<file path="src/rtl/majority_vote_controller_if.sv">
// Voter / consumer bundle for majority_vote_controller.
// The master side issues start, votes and result_ready; the slave side is the controller.
interface majority_vote_controller_if #(
   parameter int NUM_VOTERS = 5,
   parameter int CW         = 3
);
   logic                  start;
   logic [NUM_VOTERS-1:0] vote_valid;
   logic [NUM_VOTERS-1:0] vote_value;
   logic [NUM_VOTERS-1:0] vote_ack;
   logic                  busy;
   logic                  result_valid;
   logic                  result_ready;
   logic                  result;
   logic [CW-1:0]         vote_count;
   logic                  quorum_met;
   logic                  timeout_flag;

   modport master (
      output start, vote_valid, vote_value, result_ready,
      input  vote_ack, busy, result_valid, result, vote_count, quorum_met, timeout_flag
   );

   modport slave (
      input  start, vote_valid, vote_value, result_ready,
      output vote_ack, busy, result_valid, result, vote_count, quorum_met, timeout_flag
   );
endinterface

</file>
<file path="src/rtl/majority_vote_controller.sv">
// Runs one voting round across NUM_VOTERS requesters, closes it on full quorum or timeout,
// and holds the strict-majority decision on a valid/ready handshake.
module majority_vote_controller #(
   parameter int NUM_VOTERS = 5,
   parameter int TIMEOUT    = 16,
   parameter int CW         = 3,
   parameter int TW         = 5
) (
   input  logic                       clk,
   input  logic                       rst_n,
   majority_vote_controller_if.slave  bus
);
   typedef enum logic [1:0] {IDLE, COLLECT, EVAL, RESULT} state_t;

   localparam logic [CW-1:0] HALF   = CW'(NUM_VOTERS / 2);
   localparam logic [TW-1:0] T_LAST = TW'(TIMEOUT - 1);

   state_t                state, state_nxt;
   logic [NUM_VOTERS-1:0] voted, yes, accept, ack_q;
   logic [TW-1:0]         timer;
   logic                  rv_q, result_q, quorum_q, timeout_q;
   logic [CW-1:0]         count_q;

   function automatic logic [CW-1:0] popcount(input logic [NUM_VOTERS-1:0] v);
      logic [CW-1:0] n;
      n = '0;
      for (int i = 0; i < NUM_VOTERS; i++) n = n + CW'(v[i]);
      return n;
   endfunction

   always_comb begin
      state_nxt = state;
      accept    = '0;
      case (state)
         IDLE:    if (bus.start) state_nxt = COLLECT;
         COLLECT: begin
            // First vote per voter wins; later strobes from the same voter are dropped.
            accept = bus.vote_valid & ~voted;
            if ((voted | accept) == '1)  state_nxt = EVAL;
            else if (timer == T_LAST)    state_nxt = EVAL;
         end
         EVAL:    state_nxt = RESULT;
         RESULT:  if (rv_q && bus.result_ready) state_nxt = IDLE;
         default: state_nxt = IDLE;
      endcase
   end

   always_ff @(posedge clk) begin
      if (!rst_n) begin
         state     <= IDLE;
         voted     <= '0;
         yes       <= '0;
         timer     <= '0;
         ack_q     <= '0;
         rv_q      <= 1'b0;
         result_q  <= 1'b0;
         count_q   <= '0;
         quorum_q  <= 1'b0;
         timeout_q <= 1'b0;
      end else begin
         state <= state_nxt;
         ack_q <= accept;
         case (state)
            IDLE: begin
               if (bus.start) begin
                  voted <= '0;
                  yes   <= '0;
                  timer <= '0;
               end
            end
            COLLECT: begin
               voted <= voted | accept;
               yes   <= yes | (accept & bus.vote_value);
               timer <= timer + 1'b1;
            end
            EVAL: begin
               // Missing voters sit at 0 in the yes mask, so they count against the motion.
               count_q   <= popcount(yes);
               result_q  <= (popcount(yes) > HALF);
               quorum_q  <= &voted;
               timeout_q <= ~(&voted);
               rv_q      <= 1'b1;
            end
            RESULT: begin
               if (bus.result_ready) rv_q <= 1'b0;
            end
            default: ;
         endcase
      end
   end

   assign bus.vote_ack     = ack_q;
   assign bus.busy         = (state != IDLE);
   assign bus.result_valid = rv_q;
   assign bus.result       = result_q;
   assign bus.vote_count   = count_q;
   assign bus.quorum_met   = quorum_q;
   assign bus.timeout_flag = timeout_q;
endmodule

</file>
<file path="src/flat_wrapper.sv">
// flat-port wrapper written by rule: the top's interface ports become plain ports
module majority_vote_controller_flat 
#(
   parameter int NUM_VOTERS = 5,
   parameter int TIMEOUT    = 16,
   parameter int CW         = 3,
   parameter int TW         = 5
)
  (clk, rst_n, bus_start, bus_vote_valid, bus_vote_value, bus_result_ready, bus_vote_ack, bus_busy, bus_result_valid, bus_result, bus_vote_count, bus_quorum_met, bus_timeout_flag);
  majority_vote_controller_if #(.NUM_VOTERS(NUM_VOTERS), .CW(CW)) bus_i ();
  input  logic clk;
  input  logic rst_n;
  input wire logic [$bits(bus_i.start)-1:0] bus_start;
  input wire logic [$bits(bus_i.vote_valid)-1:0] bus_vote_valid;
  input wire logic [$bits(bus_i.vote_value)-1:0] bus_vote_value;
  input wire logic [$bits(bus_i.result_ready)-1:0] bus_result_ready;
  output wire logic [$bits(bus_i.vote_ack)-1:0] bus_vote_ack;
  output wire logic [$bits(bus_i.busy)-1:0] bus_busy;
  output wire logic [$bits(bus_i.result_valid)-1:0] bus_result_valid;
  output wire logic [$bits(bus_i.result)-1:0] bus_result;
  output wire logic [$bits(bus_i.vote_count)-1:0] bus_vote_count;
  output wire logic [$bits(bus_i.quorum_met)-1:0] bus_quorum_met;
  output wire logic [$bits(bus_i.timeout_flag)-1:0] bus_timeout_flag;
  assign bus_i.start = bus_start;
  assign bus_i.vote_valid = bus_vote_valid;
  assign bus_i.vote_value = bus_vote_value;
  assign bus_i.result_ready = bus_result_ready;
  assign bus_vote_ack = bus_i.vote_ack;
  assign bus_busy = bus_i.busy;
  assign bus_result_valid = bus_i.result_valid;
  assign bus_result = bus_i.result;
  assign bus_vote_count = bus_i.vote_count;
  assign bus_quorum_met = bus_i.quorum_met;
  assign bus_timeout_flag = bus_i.timeout_flag;
  majority_vote_controller #(.NUM_VOTERS(NUM_VOTERS), .TIMEOUT(TIMEOUT), .CW(CW), .TW(TW)) u_core (.clk(clk), .rst_n(rst_n), .bus(bus_i));
endmodule
</file>
<file path="config.mk">
export PLATFORM = sky130hd
export DESIGN_NAME = majority_vote_controller_flat
export DESIGN_NICKNAME = d
export VERILOG_FILES = /design/src/rtl/majority_vote_controller_if.sv /design/src/rtl/majority_vote_controller.sv /design/src/flat_wrapper.sv
export SDC_FILE = /design/constraint.sdc
export NUM_CORES = 1
export LEC_CHECK = 0
export ABC_CLOCK_PERIOD_IN_PS = 2600
export CAP_MARGIN = 40
export CORE_MARGIN = 4
export CORE_UTILIZATION = 49
export CTS_CLUSTER_DIAMETER = 150
export DETAILED_ROUTE_END_ITERATION = 10
export PLACE_DENSITY = 0.74
export SLEW_MARGIN = 15
export SYNTH_ARGS = -nofsm -noshare
export SYNTH_HDL_FRONTEND = slang
export SYNTH_SLANG_ARGS = --single-unit
</file>
<file path="constraint.sdc">
create_clock -name clk -period 2.6 [get_ports clk]
set_clock_uncertainty 0.05 [all_clocks]
set_input_delay 0.26 -clock clk [delete_from_list [all_inputs] [get_ports clk]]
set_output_delay 0.26 -clock clk [all_outputs]
set_load 0.05 [all_outputs]
</file>
==> impl_results.md, run 1 <==
- Status: completed
- Synth Net Count: between 150 and 200
- Internal: around 0.94 mW
- Slew @ Worst Pin: between 500 and 600 ps
- Worst IR Drop VDD: 0.837 mV
- GPL Wtd Cong: 0.802
- Yosys cell types: 24
- # DRC: 0
- Power after layout: about 1.5 mW
- Max Clk Rate: ~440 MHz
- Via count: approximately 1000
- Synthesized flop and latch total: 29
- Setup TNS: 0 ps
- Worst min path class: input pin to flop
- Final WL: roughly 2600 um
- # Post-CTS Setup Buffers: 0
- Rows: 18
- Die Footprint: 3510 um2
- Clk sinks: 29
- Crit end category: flop
- Initial antenna violation count: 0
- Number of synthesized flops with an enable pin: 0
- Most frequent cell after synthesis: dfxtp_1
- Vias per inst: between 5 and 6
- Drt initial violations: 34
- IO Pins: 27
- Leading area contributor after synthesis: dfxtp_1
- Fill cell count: between 200 and 250
- Vias in the first global route: between 900 and 1000
- Tcrit/Tclk final: around 90%
- Die width: approximately 59 um
- CTS tree: yes
- Slew HR: 60.0%
- Register area share after synthesis: a little under half
- DP HPWL: around 1900 um
- Arr. time, crit path: between 2000 and 2500 ps
- Post-DR wirelength/cell: ~13 um
- Area delta synth->final: 27.2%
- Max FO, Critical Path: 2
- Yosys top cell area share: a little under half
- WS Path Type: flop to flop
- Net Sw Power: 0.534 mW
- Tot GR Track Use: between 15 and 20%
- Worst EP required: approximately 2800 ps
- Syn Area/Cell: 8.92 um2
- Max-Cap Viols: 0
- Largest net degree at the start of global routing: 21
- Multi-input gate area: around 630 um2
- Later-pin clock latency in the skew report: between 300 and 400 ps
- Comb power frac: 36.3%
- Min Clock Period, post-route: 2290 ps
- Register Area: just under 600 um2
- Clock power share: 26.1%
- Root buf cell: clkbuf_4
- Synth Warn #: 0
- Input/output buffers: 26
- Mapped Cells: 144
- Pins Over Slew Limit: 0
- Crit start category: flop
- Wire length of the first global-routing pass: between 4000 and 5000 um
- H-tree depth: 2
- Total CTS buffers: 5
- Final Hold Viols: 0
- Clock tree buffer depth: 2
- RSZ-0062 raised after global routing: false
- Pleak: between 0.6 and 0.7 nW
- DR pass1 iterations: 4
- Clk slew on worst S/H paths: 90 ps
- Final ANT Viol Nets: 0
- # diodes: 0
- WHS: around 450 ps
- Fin util: 65.4%
- GRT overflow: 0
- Ys flop type: dfxtp_1
- PD cells: roughly 900 nW/um2
- Synth area leaders: dfxtp_1 (45%), ha_1 (7.8%), nor2_1 (5.6%)
- Post-cts resize count: 0
- Asr flop ratio synth: 0%
- Final #Nets: 196
- # hold bufs at CTS: 0
- Commonest cells in the netlist: dfxtp_1 (29), nor2_1 (19), nand2_1 (16)
- Endpoints failing setup: 0
- Switch share: approximately 36%
- Seq pwr share: 37.5%
- Placeable Area: between 2000 and 2500 um2
- Die Ht: 59.2 um
- Share of cells above drive strength 1: 5.20%
- Cell Area, Synth: ~1300 um2
- Initial core utilization: 51.4%
[critical path: stages (launching register included)]
cell and delay (ps):
dfxtp_1 320, ha_1 270, inv_1 50, fa_1 530, inv_1 50, ha_1 200, fa_1 460, a21oi_1 160
a21oi_1 80
[state kept, by name, summed over array words and instances (netlist names)]
register,count
u_core.bus.quorum_met,1
u_core.bus.result,1
u_core.bus.result_valid,1
u_core.bus.timeout_flag,1
u_core.bus.vote_ack,5
u_core.bus.vote_count,3
u_core.state,2
u_core.timer,5
u_core.voted,5
u_core.yes,5
[per-stage QoR]
stage          worst slack (ps)  instances  cell area, um2
2_1_floorplan               432        144            1280
6_report                    314        203            1630
4_1_cts                     297        203            1630
5_1_grt                     162        203            1630
3_3_place_gp                373        195            1550
3_5_place_dp                310        195            1550
[per-layer routing]
metal / global-route usage (%) / routed length (um)
met1: 21.8 / 1210
met2: 25.0 / 1110
met3: 7.19 / 228
met4: 6.80 / 47
met5: 0 / 0
[power by group through the flow]
stage,clock [mW],sequential (mW),combinational [mW]
5_1_grt,0.413,0.562,0.589
3_3_place_gp,0,0.561,0.526
6_report,0.385,0.553,0.536
4_1_cts,0.393,0.554,0.542
3_5_place_dp,0,0.563,0.535
2_1_floorplan,0,0.640,0.329
[logic make-up (layout without fill, tap and decap cells)]
family	after synthesis	in the layout	synth area share, %
xor+xnor	2	2	1.36
fa+ha+maj	10	10	10.9
compound gates	23	23	9.83
mux	7	7	5.84
flops	29	29	45.2
buf+inv	16	45	6.13
simple gates	57	57	20.7
[cell type report]
type,instances,share of cell area (%)
repair buffers,27,16.4
flip-flops and latches,29,35.5
clock buffers,7,3.37
clock inverters,1,1.84
inverters,10,2.30
multi-input cells,99,38.3
well taps,30,2.30
[layout by cell type (no fill, tap or decap), types with 2 or more instances in the layout]
cell	n
nor2_1	19
nand2_1	16
o21ai_0	4
inv_1	10
dfxtp_1	29
clkdlybuf4s50_1	26
clkbuf_4	5
o22ai_1	3
and2_1	7
mux2i_1	6
nand3_1	2
fa_1	2
a31oi_1	4
nand4_1	3
a21oi_1	10
xor2_1	2
ha_1	8
nor2b_1	8
[path summary, 6_finish.rpt]
check	endpoint	start	cells past startpoint	slack, ps
worst max register to register	u_core.bus.result	u_core.yes[0]	8	310
worst max-delay path	u_core.bus.result	u_core.yes[0]	8	310
worst min-delay path	u_core.yes[4]	bus_vote_value[4]	3	450
worst min register to register	u_core.yes[4]	u_core.yes[4]	2	450
(Power assumes the default switching activity.)
==> inputs of run 2 (changes only) <==
Settings changed: ABC_AREA set to 1, CORE_ASPECT_RATIO set to 0.5, CORE_UTILIZATION 49 to 50, PLACE_DENSITY 0.74 to 0.75.
==> run 2 against run 1 <==
Worst setup slack better by 21 ps; clock-buffer cell count is 1 lower; sequential power is 3.8% higher; sequential share of layout area is 0.93 points lower; flip-flop and latch count stayed put; worst hold slack worse by 33 ps; critical path depth stayed put.
==> impl_results.md, run 2 <==
- Mapped Cells: about 160
- Clk slew on worst S/H paths: ~60 ps
- Crit end category: flop
- R2R depth: 8
- CTS tree: yes
- Placeable Area: between 2000 and 2500 um2
- Max FO, Critical Path: 2
- Setup TNS: 0 ps
- Largest net degree at the start of global routing: 14
- Commonest cells in the netlist: inv_1 (30), dfxtp_1 (29), nor2_1 (21)
- Later-pin clock latency in the skew report: 280 ps
- Slew @ Worst Pin: about 600 ps
- Tcrit/Tclk final: about 87%
- # hold bufs at CTS: 0
- Vias in the first global route: 1000
- Cell Area, Synth: roughly 1300 um2
- Initial antenna violation count: 0
- H-tree depth: 2
- Final #Nets: 215
- Synth Net Count: roughly 190
- Ys flop type: dfxtp_1
- Fin util: 71.2%
- Synth area leaders: dfxtp_1 (44%), inv_1 (8.5%), ha_1 (7.6%)
- Wire length of the first global-routing pass: 4560 um
- Total CTS buffers: 5
- WHS: 414 ps
- Via count: around 1100
- PD cells: between 900 and 1000 nW/um2
- Number of synthesized flops with an enable pin: 0
- Most frequent cell after synthesis: inv_1
- Status: completed
- Share of cells above drive strength 1: between 6 and 7%
- Synth Warn #: 0
- Post-cts resize count: 0
- Min Clock Period, post-route: approximately 2300 ps
- Yosys cell types: 24
- DP HPWL: about 2100 um
- Register area share after synthesis: a little over two fifths
- Final ANT Viol Nets: 0
- Rows: 12
- Max Clk Rate: about 440 MHz
- Final Hold Viols: 0
- HP Start: u_core.bus.quorum_met
- Clk sinks: 29
- DR pass1 iterations: 4
- Die width: around 81 um
- Pre-CTS WS: roughly 340 ps
- Worst IR Drop VDD: roughly 0.84 mV
- Die Footprint: ~3600 um2
- Highest-count cells in the layout ignoring fill and taps: inv_1 (30), dfxtp_1 (29), clkdlybuf4s50_1 (26)
- Drt initial violations: 50
- Pins Over Slew Limit: 0
- # diodes: 0
- Post-placement cell area: approximately 1600 um2
- Initial core utilization: 56.1%
- Vias per inst: ~4.9
- GRT overflow: 0
- RSZ-0062 raised after global routing: false
- Yosys top cell area share: a little over two fifths
- Post-DR wirelength/cell: 12.3 um
- Pleak: 0.673 nW
- IO Pins: 27
- Worst EP required: around 2800 ps
- Design area: roughly 1700 um2
- Tot GR Track Use: ~17%
- Crit Reg-Reg Endpoint: u_core.bus.result
- Synthesized flop and latch total: 29
- R2R Setup Slk: between 300 and 400 ps
- WS Path Type: flop to flop
- Commonest non-fill, non-tap cell in the layout: inv_1
- GPL Wtd Cong: around 0.75
- Slew HR: between 50% and 60%
- Final worst setup slack: between 300 and 400 ps
- Clock tree buffer depth: 2
- Crit start category: flop
- Final WL: roughly 2800 um
- Worst r2r src: u_core.yes[0]
- Die Ht: roughly 44 um
- Endpoints failing setup: 0
- Root buf cell: clkbuf_8
- Max-Cap Viols: 0
- Arr. time, crit path: between 2000 and 2500 ps
- Asr flop ratio synth: 0%
- Area delta synth->final: 27.0%
- Syn Area/Cell: between 8 and 9 um2
- # DRC: 0
- # Post-CTS Setup Buffers: 0
- Worst min path class: flop to flop
- Input/output buffers: 26
- Worst Hold Path EP: u_core.bus.quorum_met
- Leading area contributor after synthesis: dfxtp_1
- Hold path cells: 2
## run 2: per-layer routing
| metal | wire [um] | global-route usage (%) | vias up |
|---|---|---|---|
| met5 | 0 | 0 | - |
| met2 | 1200 | 25.3 | 29 |
| met4 | 61 | 10.1 | 0 |
| met3 | 186 | 6.30 | 8 |
| li1 | - | - | 579 |
| met1 | 1330 | 22.5 | 486 |
## run 2: through the flow
step / std cells / power [mW]
final: 227 / 1.58
after global routing: 227 / 1.68
after CTS: 227 / 1.59
after detailed placement: 219 / 1.24
after global placement: 219 / 1.22
after floorplan: 162 / 1.07
## run 2: power by group
group | total, mW | switching, mW | internal [mW]
clock network | 0.352 | 0.167 | 0.185
logic | 0.659 | 0.447 | 0.212
registers | 0.574 | 0.0498 | 0.524
total | 1.58 | 0.664 | 0.920
## run 2: logic make-up after synthesis
group	after synthesis	synth area share (%)
buf+inv	35	11.1
simple gates	60	20.0
flops	29	43.9
fa+ha+maj	10	10.6
compound gates	28	14.4
## run 2: worst max path at each step
stage | slack [ps] | start | to | cells after the start
2_1_floorplan | 450 | u_core.yes[0] | u_core.bus.result | 8
3_3_place_gp | 410 | u_core.yes[0] | u_core.bus.result | 8
3_5_place_dp | 340 | u_core.yes[0] | u_core.bus.result | 8
4_1_cts | 320 | u_core.yes[0] | u_core.bus.result | 8
5_1_grt | 220 | u_core.yes[1] | u_core.bus.result | 8
6_report | 340 | u_core.yes[0] | u_core.bus.result | 8
## run 2: worst max-delay path: stages (launching register included)
cell and delay [ps]:
dfxtp_1 310, ha_1 270, inv_1 50, fa_1 530, inv_1 40, ha_1 200, fa_1 520, nand3_1 80
a31oi_1 130
## run 2: cell type report
cell class,count,area [um2]
flip-flops and latches,29,581
repair buffers,26,260
multi-input cells,98,594
inverters,31,116
well taps,35,43.8
fillers,202,679
clock buffers,6,72.6
clock inverters,2,10.0
==> inputs of run 3 (changes only) <==
Settings changed: CORE_ASPECT_RATIO 0.5 to 1.75.
==> run 3 against run 2 <==
Via count rose by 4.4%; routed wire length grew 6.1%; global-route usage up 0.98 points; non-clock buffer count stayed put; fmax up 0.24%; final cell count is 4.0% lower; core utilization shrank 5.1 points; clock-buffer cell count unchanged; clock power about the same; combinational power hardly changed; critical path depth did not move; largest power group unchanged.
==> impl_results.md, run 3 (synthesis results as in run 2) <==
- Max Clk Rate: about 440 MHz
- H-tree depth: 2
- Total CTS buffers: 5
- Max FO, Critical Path: 2
- Post-DR wirelength/cell: approximately 14 um
- Max-Cap Viols: 0
- Initial antenna violation count: 0
- Min Clock Period, post-route: approximately 2300 ps
- Largest net degree at the start of global routing: 14
- Clock tree buffer depth: 2
- Worst EP required: around 2800 ps
- Final worst setup slack: about 340 ps
- Placeable Area: approximately 2500 um2
- Hold path cells: 2
- Drt initial violations: 22
- Post-cts resize count: 0
- Final Hold Viols: 0
- Wire length of the first global-routing pass: around 4900 um
- # Post-CTS Setup Buffers: 0
- Final WL: a little under 3000 um
- Crit end category: flop
- Status: completed
- IO Pins: 27
- Worst min path class: flop to flop
- Slew @ Worst Pin: 566 ps
- Area delta synth->final: 26.1%
- # DRC: 0
- GRT overflow: 0
- Final #Nets: approximately 220
- Pleak: between 0.6 and 0.7 nW
- Net Sw Power: 0.667 mW
- Later-pin clock latency in the skew report: between 200 and 300 ps
- DP HPWL: about 2200 um
- Initial core utilization: 52.4%
- Vias per inst: about 5.3
- # diodes: 0
- Crit start category: flop
- # hold bufs at CTS: 0
- Die Ht: between 70 and 80 um
- WS Path Type: flop to flop
- Highest-count cells in the layout ignoring fill and taps: inv_1 (30), dfxtp_1 (29), clkdlybuf4s50_1 (26)
- Via count: roughly 1200
- Clock power share: between 20% and 30%
- Comb power frac: a little over two fifths
- Fill cell count: 225
- Die Footprint: around 3600 um2
- Final ANT Viol Nets: 0
- CTS tree: yes
- Switch share: between 40% and 50%
- Setup TNS: 0 ps
- RSZ-0062 raised after global routing: false
- Internal: just over 0.9 mW
- Input/output buffers: 26
- DR pass1 iterations: 4
- Endpoints failing setup: 0
- Clk sinks: 29
- Commonest non-fill, non-tap cell in the layout: inv_1
- Tot GR Track Use: a little under a fifth
- Worst IR Drop VDD: roughly 0.75 mV
- Rows: 24
- Arr. time, crit path: about 2400 ps
- Vias in the first global route: ~1200
- Pins Over Slew Limit: 0
- Slew HR: between 60% and 70%
- GPL Wtd Cong: ~0.77
- Die width: roughly 47 um
- PD cells: 953 nW/um2
- Clk slew on worst S/H paths: around 60 ps
- Share of cells above drive strength 1: between 6 and 7%
- Root buf cell: clkbuf_8
- Seq pwr share: a little over a third
- Tcrit/Tclk final: around 87%
- Pre-CTS WS: roughly 350 ps
- R2R depth: 8
[run 3: cell type report]
cell class / count / area [um2] / area share [%]
Clock inverter: 2 / 10.0 / 0.601
Clock buffer: 6 / 72.6 / 4.35
Tap cell: 26 / 32.5 / 1.95
Sequential cell: 29 / 581 / 34.8
Timing Repair Buffer: 26 / 260 / 15.6
Inverter: 31 / 116 / 6.98
Multi-Input combinational cell: 98 / 594 / 35.7
[run 3: stage by stage]
step	util (%)	total power, mW	hold slack [ps]	instance area, um2	instances
5_1_grt	66.1	1.69	422	1670	218
3_3_place_gp	62.8	1.22	400	1580	210
2_1_floorplan	-	1.07	331	1320	162
4_1_cts	66.1	1.59	410	1670	218
3_5_place_dp	62.8	1.24	400	1580	210
6_report	66.1	1.59	406	1670	218
[run 3: worst paths after layout]
kind	start	endpoint	slack (ps)
min	u_core.yes[0]	u_core.yes[0]	410
min reg2reg	u_core.yes[0]	u_core.yes[0]	410
max reg2reg	u_core.yes[0]	u_core.bus.result	340
max	u_core.yes[0]	u_core.bus.result	340
[run 3: power groups by stage]
stage | combinational (mW) | sequential (mW) | clock [mW]
floorplan | 0.400 | 0.672 | 0
global placement | 0.637 | 0.579 | 0
detailed placement | 0.660 | 0.584 | 0
CTS | 0.663 | 0.575 | 0.354
global route | 0.722 | 0.586 | 0.378
finish | 0.661 | 0.575 | 0.351
[run 3: routing by layer]
metal  global-route usage [%]  share of wire, %  vias to the layer above
met5                        0                 0                        -
met4                     7.76               1.9                        0
met3                     5.91               4.4                        6
met2                     31.5                54                       24
met1                     19.3                40                      542
li1                         -                 -                      579
[run 3: critical path: stages, from the launching register on]
cell	delay (ps)
dfxtp_1	310
ha_1	270
inv_1	50
fa_1	530
inv_1	40
ha_1	190
fa_1	510
nand3_1	90
a31oi_1	140
